`config.mk`:
```
export PLATFORM = sky130hd
export DESIGN_NAME = core_output_collector_flat
export DESIGN_NICKNAME = d
export VERILOG_FILES = /design/src/rtl/core_output_collector_if.sv /design/src/rtl/core_output_collector.sv /design/src/flat_wrapper.sv
export SDC_FILE = /design/constraint.sdc
export NUM_CORES = 1
export LEC_CHECK = 0
export ABC_AREA = 1
export BUFFER_PORTS_ARGS = -buffer_cell sky130_fd_sc_hd__buf_2
export CORE_MARGIN = 1.5
export CORE_UTILIZATION = 55
export DETAILED_ROUTE_END_ITERATION = 10
export GPL_TIMING_DRIVEN = 1
export PLACE_DENSITY_LB_ADDON = 0.3
export SLEW_MARGIN = 25
export SYNTH_ARGS = -nofsm -noshare
export SYNTH_HDL_FRONTEND = slang
export SYNTH_SLANG_ARGS = --single-unit
```
`constraint.sdc`:
```
create_clock -name clk -period 13.39 [get_ports clk]
set_input_delay 1.339 -clock clk [delete_from_list [all_inputs] [get_ports clk]]
set_output_delay 1.339 -clock clk [all_outputs]
set_load 0.01 [all_outputs]
```
`src/rtl/core_output_collector_if.sv`:
```
// rtl/core_output_collector_if.sv - result-word output stream between the collector and the writeback path
interface core_output_collector_if #(
    parameter int DW = 64
);
    logic [DW-1:0] m_data;
    logic          m_valid;
    logic          m_ready;
    logic          m_last;

    modport master (output m_data, output m_valid, output m_last, input m_ready);
    modport slave  (input m_data, input m_valid, input m_last, output m_ready);
endinterface

```
`src/rtl/core_output_collector.sv`:
```
// rtl/core_output_collector.sv - captures systolic core result words into a FWFT FIFO and streams them out in frames
module core_output_collector #(
    parameter int WIDTH      = 16,
    parameter int CHUNK_SIZE = 4,
    parameter int FIFO_DEPTH = 8,
    parameter int OUT_BLOCKS = 16
) (
    input  logic                          clk,
    input  logic                          rst_n,
    input  logic                          en,
    input  logic                          soft_clr,
    input  logic [WIDTH*CHUNK_SIZE-1:0]   in_data,
    input  logic                          in_finish,
    core_output_collector_if.master       m,
    output logic                          frame_done,
    output logic                          overflow,
    output logic [$clog2(FIFO_DEPTH):0]   level
);
    localparam int DW = WIDTH * CHUNK_SIZE;
    localparam int PW = $clog2(FIFO_DEPTH);
    localparam int LW = PW + 1;
    localparam int BW = (OUT_BLOCKS > 1) ? $clog2(OUT_BLOCKS) : 1;

    logic [DW-1:0] mem_q [FIFO_DEPTH];
    logic [PW-1:0] wr_ptr_q, rd_ptr_q;
    logic [LW-1:0] level_q, level_d;
    logic [BW-1:0] beat_q;
    logic          overflow_q, frame_done_q;
    logic          valid, pop, full, capture, push, drop, last_beat;

    assign valid     = (level_q != '0);
    assign last_beat = (beat_q == BW'(OUT_BLOCKS - 1));
    assign pop       = valid & m.m_ready;
    assign capture   = en & in_finish;
    // A pop in the same cycle frees a slot, so a full FIFO still accepts that push.
    assign full      = (level_q == LW'(FIFO_DEPTH)) & ~pop;
    assign push      = capture & ~full & ~soft_clr;
    assign drop      = capture & full & ~soft_clr;

    // Gated so the outputs read zero while empty, including straight out of reset.
    assign m.m_valid = valid;
    assign m.m_data  = valid ? mem_q[rd_ptr_q] : '0;
    assign m.m_last  = valid & last_beat;

    assign frame_done = frame_done_q;
    assign overflow   = overflow_q;
    assign level      = level_q;

    always_comb begin
        level_d = level_q;
        case ({push, pop})
            2'b10:   level_d = level_q + LW'(1);
            2'b01:   level_d = level_q - LW'(1);
            default: level_d = level_q;
        endcase
    end

    always_ff @(posedge clk) begin
        if (push) begin
            mem_q[wr_ptr_q] <= in_data;
        end
    end

    always_ff @(posedge clk or negedge rst_n) begin
        if (!rst_n) begin
            wr_ptr_q     <= '0;
            rd_ptr_q     <= '0;
            level_q      <= '0;
            beat_q       <= '0;
            overflow_q   <= 1'b0;
            frame_done_q <= 1'b0;
        end else if (soft_clr) begin
            wr_ptr_q     <= '0;
            rd_ptr_q     <= '0;
            level_q      <= '0;
            beat_q       <= '0;
            overflow_q   <= 1'b0;
            frame_done_q <= 1'b0;
        end else begin
            if (push) begin
                wr_ptr_q <= wr_ptr_q + PW'(1);
            end
            if (pop) begin
                rd_ptr_q <= rd_ptr_q + PW'(1);
                beat_q   <= last_beat ? '0 : beat_q + BW'(1);
            end
            level_q      <= level_d;
            frame_done_q <= pop & last_beat;
            if (drop) begin
                overflow_q <= 1'b1;
            end
        end
    end
endmodule

```
`src/flat_wrapper.sv`:
```
// flat-port wrapper written by rule: the top's interface ports become plain ports
module core_output_collector_flat 
#(
    parameter int WIDTH      = 16,
    parameter int CHUNK_SIZE = 4,
    parameter int FIFO_DEPTH = 8,
    parameter int OUT_BLOCKS = 16
)
  (clk, rst_n, en, soft_clr, in_data, in_finish, frame_done, overflow, level, m_m_data, m_m_valid, m_m_last, m_m_ready);
  core_output_collector_if #(.DW(((16) * (4)))) m_i ();
  input  logic clk;
  input  logic rst_n;
  input  logic en;
  input  logic soft_clr;
  input  logic [WIDTH*CHUNK_SIZE-1:0] in_data;
  input  logic in_finish;
  output logic frame_done;
  output logic overflow;
  output logic [$clog2(FIFO_DEPTH):0] level;
  output wire logic [$bits(m_i.m_data)-1:0] m_m_data;
  output wire logic [$bits(m_i.m_valid)-1:0] m_m_valid;
  output wire logic [$bits(m_i.m_last)-1:0] m_m_last;
  input wire logic [$bits(m_i.m_ready)-1:0] m_m_ready;
  assign m_m_data = m_i.m_data;
  assign m_m_valid = m_i.m_valid;
  assign m_m_last = m_i.m_last;
  assign m_i.m_ready = m_m_ready;
  core_output_collector #(.WIDTH(WIDTH), .CHUNK_SIZE(CHUNK_SIZE), .FIFO_DEPTH(FIFO_DEPTH), .OUT_BLOCKS(OUT_BLOCKS)) u_core (.clk(clk), .rst_n(rst_n), .en(en), .soft_clr(soft_clr), .in_data(in_data), .in_finish(in_finish), .m(m_i), .frame_done(frame_done), .overflow(overflow), .level(level));
endmodule
```
==> results of run 1 <==
## stage by stage
step / cell area, sq um / cells / hold slack (ns)
3_3_place_gp: 21700 / 2132 / 0.477
6_report: 23200 / 2232 / 0.496
2_1_floorplan: 20700 / 1577 / 0.455
4_1_cts: 23200 / 2226 / 0.494
5_1_grt: 23200 / 2228 / 0.516
3_5_place_dp: 21700 / 2132 / 0.487
## synthesized netlist by cell type
library cell,number,area [sq um]
a21boi_2,1,11.3
xnor2_1,1,8.76
o21ai_1,116,581
buf_4,26,195
nand4_1,1,6.26
nor2_1,398,1490
o21a_1,1,7.51
edfxtp_1,512,15400
nand2_1,35,131
nor2_4,1,11.3
a21oi_1,5,25.0
buf_6,7,78.8
nand3_1,10,50.1
ha_1,5,62.6
inv_2,4,15.0
nand3_2,1,10.0
clkbuf_2,2,10.0
nor3_1,3,15.0
xor2_1,1,8.76
buf_2,7,35.0
inv_1,19,71.3
o22ai_1,64,400
clkbuf_1,48,180
a31oi_1,64,400
dfrtp_1,16,400
o21ai_0,214,1070
buf_1,15,56.3
## metal layers
metal | track usage [%] | wire, microns | up-vias
met4 | 7.12 | 841 | 8
met3 | 4.10 | 2760 | 69
met5 | 0 | 51 | -
li1 | - | - | 6013
met1 | 31.6 | 19100 | 6371
met2 | 39.4 | 22400 | 386
## registers in the layout (all words and copies together), names as in the netlist
register,cells
u_core.frame_done,1
u_core.wr_ptr_q,3
u_core.rd_ptr_q,3
u_core.level,4
u_core.overflow,1
u_core.beat_q,4
u_core.mem_q,512
## layout make-up
cell class / instances / area share (%)
Clock buffer: 62 / 5.80
Tap cell: 504 / 2.72
Antenna cell: 6 / 0.0647
Clock inverter: 32 / 0.690
Multi-Input combinational cell: 921 / 18.8
Sequential cell: 528 / 68.0
Inverter: 23 / 0.436
Timing Repair Buffer: 156 / 3.57
## cells by family (layout without fill, tap and decap cells)
family,Yosys count,after routing,synth area share (%)
AOI/OAI and AO/OA,465,465,12.1
xor gates and xnor gates,2,2,0.0846
adders and majority gates,5,5,0.302
buffers and inverters,128,273,3.10
DFF,528,528,76.2
other,0,6,0
and+or+nand+nor,449,449,8.29
## final timing paths
kind,end,slack (ns)
worst max-delay path,m_m_data[7],8.49
worst min-delay path,u_core.beat_q[2]$_DFFE_PN0P_,0.50
worst max register to register,u_core.mem_q[2][56]$_DFFE_PP_,10.12
worst min register to register,u_core.beat_q[2]$_DFFE_PN0P_,0.50
max in group asynchronous,u_core.rd_ptr_q[0]$_DFFE_PN0P_,12.40
min in group asynchronous,u_core.frame_done$_DFF_PN0_,0.68
## power groups by stage
stage	sequential [W]	combinational (W)	clock [W]
floorplan	0.00189	0.000735	0
global placement	0.00190	0.00105	0
detailed placement	0.00190	0.00107	0
CTS	0.00187	0.00108	0.00132
global route	0.00187	0.00119	0.00138
finish	0.00187	0.00107	0.00130
==> impl_results.rst, run 1 <==
.. list-table::
   :header-rows: 1

   * - Metric
     - Value
   * - Startpoint type of the worst setup path
     - register
   * - Number of vias per cell after detailed routing
     - 5.76
   * - Setup Crit Path Kind
     - register to output port
   * - Number of distinct library cells after synthesis
     - 27
   * - Sum of negative setup slack
     - 0 ns
   * - Hold path startpoint
     - u_core.beat_q[2]$_DFFE_PN0P_
   * - Total number of yosys warnings
     - 0
   * - Share of the yosys chip area belonging to registers
     - approximately three quarters
   * - Worst reg2reg startpoint
     - u_core.level[0]$_DFFE_PN0P_
   * - Largest stage delay on the critical path
     - 0.74 ns
   * - Post-placement setup slack
     - 8.83 ns
   * - Synth Instances
     - 1,577
   * - Count of buffers from port buffering
     - 141
   * - Number of setup buffers added after CTS
     - 0
   * - Final setup violation count
     - 0
   * - GR Overflow Total
     - 0
   * - Flops & latches, synth
     - around 530
   * - Nets
     - roughly 1,800
   * - Slew headroom
     - 31.7%
   * - Max FO, Critical Path
     - ~110
   * - Depth of the worst register-to-register path
     - 7
   * - Cell-internal power
     - 0.00290 W
   * - Core area
     - 0.0369 sq mm
   * - Multi-input gate area
     - 0.00436 sq mm
   * - Sw Ratio
     - 31.5%
   * - Clk pwr share
     - 30.7%
   * - Detailed-router iteration count before antenna repair
     - 7
   * - Maximum buffer depth of the clock tree
     - 3
   * - Static leakage
     - between 7 and 8 nW
   * - Part of the power in registers
     - 44.2%
   * - Critical path depth in cells
     - 7
   * - Setup skew after layout
     - 0.0172 ns
   * - Via count of the first global-routing pass
     - roughly 13,000
   * - Overall power consumption
     - 0.00423 W
   * - Final critical-path share of the clock period
     - roughly 37%
   * - Maximum number of pins on one net before global-route repair
     - 137
   * - Iteration-0 DRC Markers
     - 1,224
   * - Post-CTS Resized
     - 0
   * - Most common cell after layout, fill and taps aside
     - edfxtp_1
   * - Most frequent cells in the layout
     - edfxtp_1, nor2_1, o21ai_0, buf_2, o21ai_1
   * - Antenna violations before repair
     - 8
   * - Switching power
     - 0.00133 W
   * - H-tree level count
     - 2
   * - Area growth from synthesis to layout
     - 12.1%
   * - Later-pin clock latency in the skew report
     - between 0.5 and 0.6 ns
   * - Worst endpoint data arrival time
     - 3.56 ns
   * - Remaining antenna violation count after routing
     - 0
   * - Clock buffer count from CTS
     - between 50 and 60
   * - Starting density of the core
     - 56.2%
   * - Placed wire-length estimate
     - 22.0 mm
   * - Final core area utilization
     - between 60% and 70%
   * - Number of DRC violations after detailed routing
     - 0
   * - Combinational power share
     - 25.2%
   * - Highest achievable clock rate
     - 0.204 GHz
   * - Die area
     - 0.0388 sq mm
   * - Sink count of the clock tree
     - 528
   * - Routability-driven placement congestion ratio
     - roughly 0.77
   * - Hold-fix buffer count after cts
     - 0
   * - Worst-case setup margin in the final layout
     - 8.49 ns
   * - Die Y
     - approximately 200 microns
   * - Via count of the routed design
     - 12,800
   * - Chain of cells forming the critical path
     - buf_4 -> buf_6 -> o21ai_0 -> o22ai_1 -> o21ai_1 -> a31oi_1 -> buf_2
   * - Footprint of the flip-flops and latches
     - 0.0158 sq mm
   * - Worst Tran Pin Value
     - 1.03 ns
   * - Chip Width
     - 197 microns
   * - Max-cap viol count
     - 0
   * - Number of buffer and inverter stages on the critical path
     - 3
   * - Data required time of the worst path
     - 12.05 ns
   * - Final WL
     - 45.2 mm
   * - Worst Setup End Kind
     - output port
   * - Global-route wire length before repair
     - 69.8 mm
   * - Crit. Startpoint
     - u_core.rd_ptr_q[0]$_DFFE_PN0P_
   * - Setup repair after global routing missed its margin
     - no
   * - Cell with the largest stage delay on the worst path
     - buf_4
   * - Max Transition Viols Final
     - 0
   * - Worst ir drop on vdd
     - 0.000128 V
   * - Final Hold Vio Count
     - 0
   * - Overall track demand over capacity in global routing
     - 23.5%
   * - Routed wire per std cell
     - 20.2 microns
   * - Final worst path period need
     - 4.90 ns
   * - Type of the tightest min-delay check
     - register to register
   * - Status
     - complete, no violations
   * - Standard-cell row count
     - 70
   * - Syn nets
     - 1,652
   * - Number of primary I/O pins
     - 142
   * - Summed instance area of the synthesized netlist
     - between 0.02 and 0.025 sq mm
   * - Layout cells sized above 1
     - 14.4%
   * - Buffer type at the clock tree root
     - clkbuf_16
   * - Fillers
     - 2,739
   * - Depth of the worst hold-timing path
     - 1
   * - Clock transition at path regs
     - 0.06 ns
   * - Clock tree from TritonCTS
     - built
   * - Family with the most delay on the worst path
     - buffers and inverters
   * - Ratio of total power to cell area
     - 182 mW/mm^2
   * - Syn_area_per_cell
     - ~13 sq um
Power figures use the tool's default switching activity.
==> run 2: changes to the inputs <==
--- a/config.mk
+++ b/config.mk
@@ -5,7 +5,7 @@
 export SDC_FILE = /design/constraint.sdc
 export NUM_CORES = 1
 export LEC_CHECK = 0
-export ABC_AREA = 1
+export ABC_AREA = 0
 export BUFFER_PORTS_ARGS = -buffer_cell sky130_fd_sc_hd__buf_2
 export CORE_MARGIN = 1.5
 export CORE_UTILIZATION = 55
==> constraint.sdc (replaced) <==
create_clock -name clk -period 5 [get_ports clk]
set_input_delay 0.5 -clock clk [delete_from_list [all_inputs] [get_ports clk]]
set_output_delay 0.5 -clock clk [all_outputs]
set_load 0.01 [all_outputs]
==> impl_results.rst, run 2 <==
.. list-table::
   :header-rows: 1

   * - Metric
     - Value
   * - Most frequent cells in the layout
     - edfxtp_1, buf_2, mux4_2, nor2_1, mux2i_1
   * - Core area
     - about 0.037 sq mm
   * - Largest family of logic cells by synthesized area
     - multiplexers
   * - Worst Setup End Kind
     - output port
   * - Placed Instances
     - 1,505
   * - Max-cap viol count
     - 0
   * - Clock tree from TritonCTS
     - built
   * - Iteration-0 DRC Markers
     - 817
   * - Final worst path period need
     - 3.53 ns
   * - Type of the tightest min-delay check
     - input pin to register
   * - Most flops, register
     - u_core.mem_q
   * - H-tree level count
     - 2
   * - Sink count of the clock tree
     - 528
   * - Max Transition Viols Final
     - 0
   * - Startpoint type of the worst setup path
     - register
   * - Final critical-path share of the clock period
     - 70.6%
   * - Sum of negative setup slack
     - 0 ns
   * - Via count of the first global-routing pass
     - 9,804
   * - Proportion of netlist area held by the largest area contributor
     - about 76%
   * - Static leakage
     - 7.48 nW
   * - Chip Width
     - 195 microns
   * - Placed wire-length estimate
     - 20.1 mm
   * - Nets
     - 1,167
   * - Maximum number of pins on one net before global-route repair
     - 87
   * - Worst endpoint data arrival time
     - roughly 3.0 ns
   * - Clock transition at path regs
     - 0.06 ns
   * - Number of primary I/O pins
     - 142
   * - Synth area leaders
     - edfxtp_1, mux4_2, mux2i_1, dfrtp_1, nor2_1
   * - Status
     - complete, no violations
   * - Most frequent cell after synthesis
     - edfxtp_1
   * - Standard-cell row count
     - 70
   * - Post-Synth Adder-Cell Area
     - 0.307%
   * - Total number of yosys warnings
     - 0
   * - Final Hold Vio Count
     - 0
   * - Multi-input gate area
     - approximately 0.0044 sq mm
   * - Post-Layout Cell Count
     - between 1,500 and 2,000
   * - Overall track demand over capacity in global routing
     - 21.0%
   * - Number of flip-flops under the largest register name
     - 512
   * - Setup repair after global routing missed its margin
     - no
   * - Die Y
     - 195 microns
   * - Fillers
     - around 2,500
   * - Final setup violation count
     - 0
   * - Detailed-router iteration count before antenna repair
     - 5
   * - Post-synth EDFFs
     - 512
   * - Later-pin clock latency in the skew report
     - 0.57 ns
   * - Clock buffer count from CTS
     - 52
   * - Worst Tran Pin Value
     - approximately 0.81 ns
   * - Setup skew after layout
     - approximately 0.020 ns
   * - Summed instance area of the synthesized netlist
     - 0.0203 sq mm
   * - Buffer type at the clock tree root
     - clkbuf_16
   * - Synthesized-area fraction occupied by ao, oa, aoi and oai cells
     - less than 1%
   * - Count of buffers from port buffering
     - 141
   * - Leading register cell type out of synthesis
     - edfxtp_1
   * - Number of vias per cell after detailed routing
     - 5.94
   * - Footprint of the flip-flops and latches
     - roughly 0.016 sq mm
   * - GR Overflow Total
     - 0
   * - Setup Crit Path Kind
     - register to output port
   * - Syn nets
     - 1,001
   * - Number of distinct library cells after synthesis
     - between 40 and 50
   * - Layout cells sized above 1
     - 32.9%
   * - Data required time of the worst path
     - 4.50 ns
   * - Routed wire per std cell
     - 24.4 microns
   * - Proportion of register bits with asynchronous set or reset after synthesis
     - approximately 3.0%
   * - Antenna violations before repair
     - 7
   * - Xor-xnor portion of the synthesized cell area
     - less than 1%
   * - Maximum buffer depth of the clock tree
     - 3
   * - Die area
     - 0.0382 sq mm
   * - Via count of the routed design
     - around 9,500
   * - Remaining antenna violation count after routing
     - 0
   * - Leading post-synthesis cells by instance count
     - edfxtp_1, mux4_2, nor2_1, mux2i_1, clkbuf_1
   * - Flops & latches, synth
     - 528
   * - Share of the yosys chip area belonging to registers
     - 77.5%
   * - Synth Instances
     - 926
   * - Max FO, Critical Path
     - 56
   * - Most common cell after layout, fill and taps aside
     - edfxtp_1
   * - Slew headroom
     - 46.3%
   * - Global-route wire length before repair
     - 59.5 mm
   * - Proportion of synthesized area in mux cells
     - 17.4%
   * - Final WL
     - 39.1 mm
   * - Cell taking the most area after synthesis
     - edfxtp_1
   * - Area growth from synthesis to layout
     - 14.9%
   * - Post-CTS Resized
     - 0
   * - Simple-gate share of the synthesized area
     - 2.54%
   * - Number of DRC violations after detailed routing
     - 0
   * - Syn_area_per_cell
     - 22.0 sq um
   * - Number of setup buffers added after CTS
     - 0
   * - Routability-driven placement congestion ratio
     - 0.794
   * - Worst ir drop on vdd
     - ~0.00034 V
   * - Highest achievable clock rate
     - 0.283 GHz
   * - Ratio of total power to cell area
     - roughly 490 mW/mm^2
   * - Starting density of the core
     - 55.7%
==> run 2: per-stage QoR <==
step	instance area (sq um)	setup slack, ns	hold WS (ns)	power, W	util (%)
finish	23400	1.47	0.194	0.0115	64.0
global route	23400	1.26	0.188	0.0120	64.0
CTS	23400	1.34	0.168	0.0116	64.0
detailed placement	21700	1.96	0.440	0.00790	59.5
global placement	21700	2.00	0.436	0.00786	59.5
floorplan	20400	0.489	0.204	0.00701	-
==> run 2: area by class of cell <==
type | count | share of cell area [%]
diodes | 1 | 0.0107
repair buffers | 159 | 4.05
clock buffers | 68 | 5.91
well taps | 468 | 2.50
clock inverters | 27 | 1.04
flip-flops and latches | 528 | 67.5
inverters | 2 | 0.0321
multi-input cells | 349 | 18.9
==> run 2: timing repair <==
action                     4_1_cts  5_1_grt
hold buffers                     1        0
hold endpoints to repair        16        0
setup endpoints to repair        0        0
==> run 2: where the power goes <==
part / leakage, nW / internal (W) / switching (W) / total, W
sequential: 4.82 / 0.00492 / 0.000180 / 0.00510
combinational: 1.86 / 0.00127 / 0.00136 / 0.00264
clock: 0.794 / 0.00215 / 0.00156 / 0.00372
total: 7.48 / 0.00835 / 0.00310 / 0.0115
==> run 2: worst max-delay path, stage by stage (launching register included) <==
cell	delay (ns)
dfrtp_4	0.87
buf_12	0.44
mux4_2	0.57
mux2i_1	0.27
nor2_1	0.10
buf_2	0.16
==> run 2: worst paths after layout <==
path / slack (ns) / cells past startpoint / from / endpoint
worst max-delay path: 1.47 / 5 / u_core.rd_ptr_q[0]$_DFFE_PN0P_ / m_m_data[47]
worst min-delay path: 0.19 / 1 / in_data[19] / u_core.mem_q[5][19]$_DFFE_PP_
worst max register to register: 2.06 / 5 / u_core.level[1]$_DFFE_PN0P_ / u_core.mem_q[2][34]$_DFFE_PP_
worst min register to register: 0.50 / 2 / u_core.overflow$_DFFE_PN0P_ / u_core.overflow$_DFFE_PN0P_
max in group asynchronous: 4.30 / 2 / rst_n / u_core.rd_ptr_q[2]$_DFFE_PN0P_
min in group asynchronous: 0.38 / 2 / rst_n / u_core.level[2]$_DFFE_PN0P_
==> run 2: kinds of logic (layout without fill, tap and decap cells) <==
logic type      after synthesis  after routing
flops                       528            528
fa+ha+maj                     5              5
mux                         194            194
buf+inv                      49            256
compound gates               24             24
xor+xnor                      7              7
simple gates                119            119
other cells                   0              1
==> run 2: layer usage <==
layer  track usage (%)  vias up  part of all wire [%]  wire length, microns
li1                  -     4172                     -                     -
met1              30.5     4995                    43                 16700
met2              33.7      284                    50                 19400
met3              3.64       60                   5.9                  2300
met4              5.46        8                   1.7                   651
met5                 0        -                  0.13                    50
